<file path="config.mk">
export PLATFORM = sky130hd
export DESIGN_NAME = add_sub_seq_nb
export DESIGN_NICKNAME = d
export VERILOG_FILES = /design/src/rtl/add_sub_pkg.sv /design/src/rtl/add_sub_chunk.sv /design/src/rtl/add_sub_seq_nb.sv
export SDC_FILE = /design/constraint.sdc
export NUM_CORES = 1
export LEC_CHECK = 0
export ABC_CLOCK_PERIOD_IN_PS = 3600
export CAP_MARGIN = 40
export CORE_AREA = 5 5 79 81
export CTS_CLUSTER_SIZE = 10
export DETAILED_ROUTE_END_ITERATION = 8
export DIE_AREA = 0 0 84 86
export PLACE_DENSITY = 0.83
export SLEW_MARGIN = 30
export SYNTH_ARGS = -nofsm -noshare
export SYNTH_HDL_FRONTEND = slang
export SYNTH_SLANG_ARGS = --single-unit
</file>
<file path="constraint.sdc">
create_clock -name clk -period 3.6 [get_ports clk]
set_input_delay 0.36 -clock clk [delete_from_list [all_inputs] [get_ports clk]]
set_output_delay 0.36 -clock clk [all_outputs]
set_load 0.01 [all_outputs]
</file>
<file path="src/rtl/add_sub_pkg.sv">
// Shared types and helpers for the sequential add/subtract block.
//   state_e      : controller states (idle / chunk calculation / result hold)
//   MODE_ADD/SUB : encoding of the Cin mode input
//   calc_nchunk  : number of CHUNK-bit slices in a WIDTH-bit operand
package add_sub_pkg;

  typedef enum logic [1:0] {
    ST_IDLE = 2'd0,
    ST_CALC = 2'd1,
    ST_DONE = 2'd2
  } state_e;

  localparam logic MODE_ADD = 1'b0;
  localparam logic MODE_SUB = 1'b1;

  function automatic int calc_nchunk(input int width, input int chunk);
    return width / chunk;
  endfunction

endpackage

</file>
<file path="src/rtl/add_sub_chunk.sv">
// Combinational CHUNK-bit adder slice with optional inversion of y.
//   a, y  : slice operands
//   sub   : 1 = use ~y (subtract), 0 = use y
//   cin   : carry into the slice
//   s     : slice sum
//   cout  : carry out of the slice
module add_sub_chunk #(
  parameter int W = 4
) (
  input  logic [W-1:0] a,
  input  logic [W-1:0] y,
  input  logic         sub,
  input  logic         cin,
  output logic [W-1:0] s,
  output logic         cout
);

  logic [W-1:0] y_eff;
  logic [W:0]   sum;

  assign y_eff = sub ? ~y : y;
  assign sum   = {1'b0, a} + {1'b0, y_eff} + {{W{1'b0}}, cin};
  assign s     = sum[W-1:0];
  assign cout  = sum[W];

endmodule

</file>
<file path="src/rtl/add_sub_seq_nb.sv">
// Multi-cycle WIDTH-bit adder/subtractor, CHUNK bits per cycle, LSB first,
// carry registered between cycles, valid/ready on both sides.
//   clk, rst             : clock, asynchronous active-high reset
//   in_valid / in_ready  : operand handshake (ready only while idle)
//   A, Y                 : operands
//   Cin                  : mode, 0 = A+Y, 1 = A-Y
//   out_valid / out_ready: result handshake
//   S, Cout, OVF         : result, MSB carry, signed overflow of raw result
// Build option: define ADD_SUB_SATURATE_EN to clamp S to the signed limit on
// overflow (OVF and Cout still describe the unclamped result).
//
// state   | meaning
// --------+-------------------------------------------------------------
// ST_IDLE | ready for operands; accepts on in_valid
// ST_CALC | one chunk per cycle into S; carry kept in carry_q
// ST_DONE | result held until out_ready
module add_sub_seq_nb
  import add_sub_pkg::*;
#(
  parameter int WIDTH = 16,
  parameter int CHUNK = 4
) (
  input  logic             clk,
  input  logic             rst,
  input  logic             in_valid,
  output logic             in_ready,
  input  logic [WIDTH-1:0] A,
  input  logic [WIDTH-1:0] Y,
  input  logic             Cin,
  output logic             out_valid,
  input  logic             out_ready,
  output logic [WIDTH-1:0] S,
  output logic             Cout,
  output logic             OVF
);

  localparam int NCHUNK = calc_nchunk(WIDTH, CHUNK);
  localparam int IDXW   = (NCHUNK > 1) ? $clog2(NCHUNK) : 1;
  localparam logic [IDXW-1:0] IDX_LAST = IDXW'(NCHUNK - 1);

  state_e           state_q, state_d;
  logic [WIDTH-1:0] a_q, a_d;
  logic [WIDTH-1:0] y_q, y_d;
  logic             mode_q, mode_d;
  logic             carry_q, carry_d;
  logic [IDXW-1:0]  idx_q, idx_d;
  logic [WIDTH-1:0] s_q, s_d;
  logic             cout_q, cout_d;
  logic             ovf_q, ovf_d;

  logic [CHUNK-1:0] a_c, y_c, sum_c;
  logic             cout_c;
  logic [WIDTH-1:0] s_merge;
  logic             ovf_raw;

  // Select the operand slices addressed by the chunk index.
  always_comb begin
    a_c = '0;
    y_c = '0;
    for (int i = 0; i < NCHUNK; i++) begin
      if (idx_q == IDXW'(i)) begin
        a_c = a_q[i*CHUNK +: CHUNK];
        y_c = y_q[i*CHUNK +: CHUNK];
      end
    end
  end

  add_sub_chunk #(.W(CHUNK)) u_chunk (
    .a    (a_c),
    .y    (y_c),
    .sub  (mode_q == MODE_SUB),
    .cin  (carry_q),
    .s    (sum_c),
    .cout (cout_c)
  );

  // Current S with this cycle's slice written in; on the last slice this is
  // the complete raw result used for the overflow test.
  always_comb begin
    s_merge = s_q;
    for (int i = 0; i < NCHUNK; i++) begin
      if (idx_q == IDXW'(i)) begin
        s_merge[i*CHUNK +: CHUNK] = sum_c;
      end
    end
  end

  // Overflow: operands of equal sign (Y taken as inverted when subtracting)
  // producing a result of the other sign.
  assign ovf_raw = (a_q[WIDTH-1] == (y_q[WIDTH-1] ^ mode_q)) &&
                   (s_merge[WIDTH-1] != a_q[WIDTH-1]);

  always_comb begin
    state_d = state_q;
    a_d     = a_q;
    y_d     = y_q;
    mode_d  = mode_q;
    carry_d = carry_q;
    idx_d   = idx_q;
    s_d     = s_q;
    cout_d  = cout_q;
    ovf_d   = ovf_q;
    case (state_q)
      ST_IDLE: begin
        if (in_valid) begin
          a_d     = A;
          y_d     = Y;
          mode_d  = Cin;
          carry_d = Cin;
          idx_d   = '0;
          state_d = ST_CALC;
        end
      end
      ST_CALC: begin
        s_d     = s_merge;
        carry_d = cout_c;
        idx_d   = idx_q + 1'b1;
        if (idx_q == IDX_LAST) begin
          idx_d   = '0;
          cout_d  = cout_c;
          ovf_d   = ovf_raw;
          state_d = ST_DONE;
`ifdef ADD_SUB_SATURATE_EN
          if (ovf_raw) begin
            s_d = a_q[WIDTH-1] ? {1'b1, {(WIDTH-1){1'b0}}}
                               : {1'b0, {(WIDTH-1){1'b1}}};
          end
`endif
        end
      end
      ST_DONE: begin
        if (out_ready) begin
          state_d = ST_IDLE;
        end
      end
      default: state_d = ST_IDLE;
    endcase
  end

  always_ff @(posedge clk or posedge rst) begin
    if (rst) begin
      state_q <= ST_IDLE;
      a_q     <= '0;
      y_q     <= '0;
      mode_q  <= MODE_ADD;
      carry_q <= 1'b0;
      idx_q   <= '0;
      s_q     <= '0;
      cout_q  <= 1'b0;
      ovf_q   <= 1'b0;
    end else begin
      state_q <= state_d;
      a_q     <= a_d;
      y_q     <= y_d;
      mode_q  <= mode_d;
      carry_q <= carry_d;
      idx_q   <= idx_d;
      s_q     <= s_d;
      cout_q  <= cout_d;
      ovf_q   <= ovf_d;
    end
  end

  assign in_ready  = (state_q == ST_IDLE);
  assign out_valid = (state_q == ST_DONE);
  assign S         = s_q;
  assign Cout      = cout_q;
  assign OVF       = ovf_q;

endmodule
</file>
==> run metrics <==
Commonest cells post-synth nand2_1, dfrtp_1, o21ai_0; Max FO, Critical Path 17; core area 0.00541 mm²; post-synth cell types 31; largest area contributor in the netlist dfrtp_1; CTS tree done; WL per Instance 13.1 µm; layout cells sized above 1 4.30%; Hold WC Path Type flip-flop to flip-flop; dominant cells by area after synthesis dfrtp_1, nand2_1, o21ai_0; Starting Density 48.9%; max-slew violations 0; final wirelength 5500 µm; Layout Nets 394; RD Place Congestion 0.827; Synth Area in Simple Gates 22.1%; Peak VDD IR 0.000411 V; post-CTS setup buffer count 0; drt first pass iters 4; Inst Count DP 413; cell area power density 994 mW/mm²; cell count after synthesis 299; headroom to the max-slew limit 54.4%; Site Rows 27; Remaining DRCs 0; fmax 0.346 GHz; Power Internal 1930 µW; die width 84 µm; number of synthesized register bits 56; Final Hold Viols 0; Sw Pwr 1390 µW; post-route insts no fill 421; Worst EP required 3830 ps; max cap viols 0; Post-Syn Nets 345; total gr overflow 0; largest net degree at the start of global routing 57; die area 0.00722 mm²; top-area cell type share of the netlist area 53.1%; unrepaired setup endpoints after global routing false; vias in the first global route 1984; Worst-Skew Late Latency 300 ps; FILL cells 498; area delta synth->final 26.8%; XOR/XNOR Fraction of Synth Area 2.32%; total number of H-tree levels 2; sequential cell area fraction in the yosys report 53.1%; post-cts sizing count 0; clk slew on worst S/H paths 90 ps; Ports 57; Detail Placement HPWL 4110 µm; Worst Path Arrival 3110 ps; largest family of logic cells by synthesized area simple AND/OR/NAND/NOR gates; Clock Tree Buf Depth 2; asr flop ratio synth 100%; Synth Area in Compound Gates 12.9%; Mapped Avg Cell Area 8.83 µm²; Yosys warnings 0; CTS hold repair buffers 0; Post-synth EDFFs 0; status finished clean; 1st-iter DRT viols 135; via count 2100; antenna cells 0; clock skew 5.72 ps; I/O Buffers 56; Root Driver clkbuf_8; clock sinks 56; clock network power share 11.9%; sequential fraction of design power 34.1%; Period minus WS final 2890 ps; Startpoint Class flip-flop; Post-Synth Adder-Cell Area 4.83%; Synth Flop Type dfrtp_1; CP Capture Type flip-flop; DR vias/cell 4.99; sequential cell area 0.00140 mm²; total negative slack 0 ps; first-pass GRT wire length 9350 µm; total CTS buffers 5; fin util 62.0%; hold_ws 476 ps; most common cell in the synthesized netlist nand2_1; Static Leak 0.00159 µW; antenna viol nets, final 0; Design Power 3330 µW; multi-input logic area 0.00113 mm²; Worst-Margin Slew 684 ps; sw frac 41.9%; period utilization 80.2%; WS Path Type flip-flop to flip-flop; Post-Syn Area 0.00264 mm²; die height 86 µm; post-synthesis mux area share 0.426%; endpoints failing setup 0; GRT Overall Usage 16.0%; Combinational Power Share 53.9%; antenna violations before repair 0
[power by group through the flow]
stage / registers (µW) / logic [µW] / clock network [µW]
5_1_grt: 1180 / 2030 / 433
4_1_cts: 1140 / 1820 / 408
3_3_place_gp: 1140 / 1740 / 0
6_report: 1140 / 1800 / 397
3_5_place_dp: 1150 / 1810 / 0
2_1_floorplan: 1120 / 1240 / 0
[metal layers]
layer  wire length, µm  vias to the layer above  global-route usage [%]  part of all wire [%]
li1                  -                     1065                       -                     -
met1              2540                      976                    21.1                    46
met4                44                        0                    4.09                  0.80
met5                 0                        -                       0                     0
met2              2590                       54                    26.6                    47
met3               330                        5                    3.94                   6.0
[cells by family (layout without fill, tap and decap cells)]
group / Yosys count / count (layout)
muxes: 1 / 1
adders and majority gates: 9 / 9
DFF: 56 / 56
AOI/OAI and AO/OA: 60 / 60
xor gates and xnor gates: 7 / 7
and+or+nand+nor: 140 / 140
buffers and inverters: 26 / 76
[area by class of cell]
type	instances	share of cell area (%)
inverters	10	1.20
repair buffers	58	17.3
flip-flops and latches	56	41.8
clock inverters	2	1.05
multi-input cells	217	33.8
clock buffers	6	2.17
well taps	72	2.69
[through the flow]
step	instance area (µm²)	worst slack, ps
floorplan	2640	1030
global placement	3230	903
detailed placement	3240	737
CTS	3350	729
global route	3350	488
finish	3350	712
[state kept, by name, summed over array words and instances, names as in the netlist]
signal,flops
idx_q,2
y_q,16
mode_q,1
state_q,2
OVF,1
Cout,1
a_q,16
S,16
carry_q,1
[worst paths after layout]
kind,slack (ps),startpoint,endpoint,cells after the start
min in group asynchronous,500,rst,S[4],2
hold reg to reg,480,a_q[1],a_q[1],2
setup / recovery,710,idx_q[0],S[3],10
hold / removal,480,a_q[1],a_q[1],2
max in group asynchronous,2630,rst,a_q[15],2
setup reg to reg,710,idx_q[0],S[3],10
[cell usage in the layout, fill, tap and decap left out, drive strengths merged, types with 3 or more instances in the layout]
cell,n
nand2,121
dfrtp,56
clkdlybuf4s50,56
o21ai,31
a21oi,16
inv,10
ha,7
clkbuf,6
a22oi,5
xor2,4
nor2b,4
nand3b,3
xnor2,3
[worst max-delay path, stage by stage (launching register included)]
cell	delay (ps)
dfrtp_1	440
inv_1	100
ha_1	510
a21oi_1	140
a22oi_1	210
xor2_1	120
fa_1	430
nand3b_1	200
and3b_1	180
or2_2	320
o21ai_0	170
(Power assumes the default switching activity.)
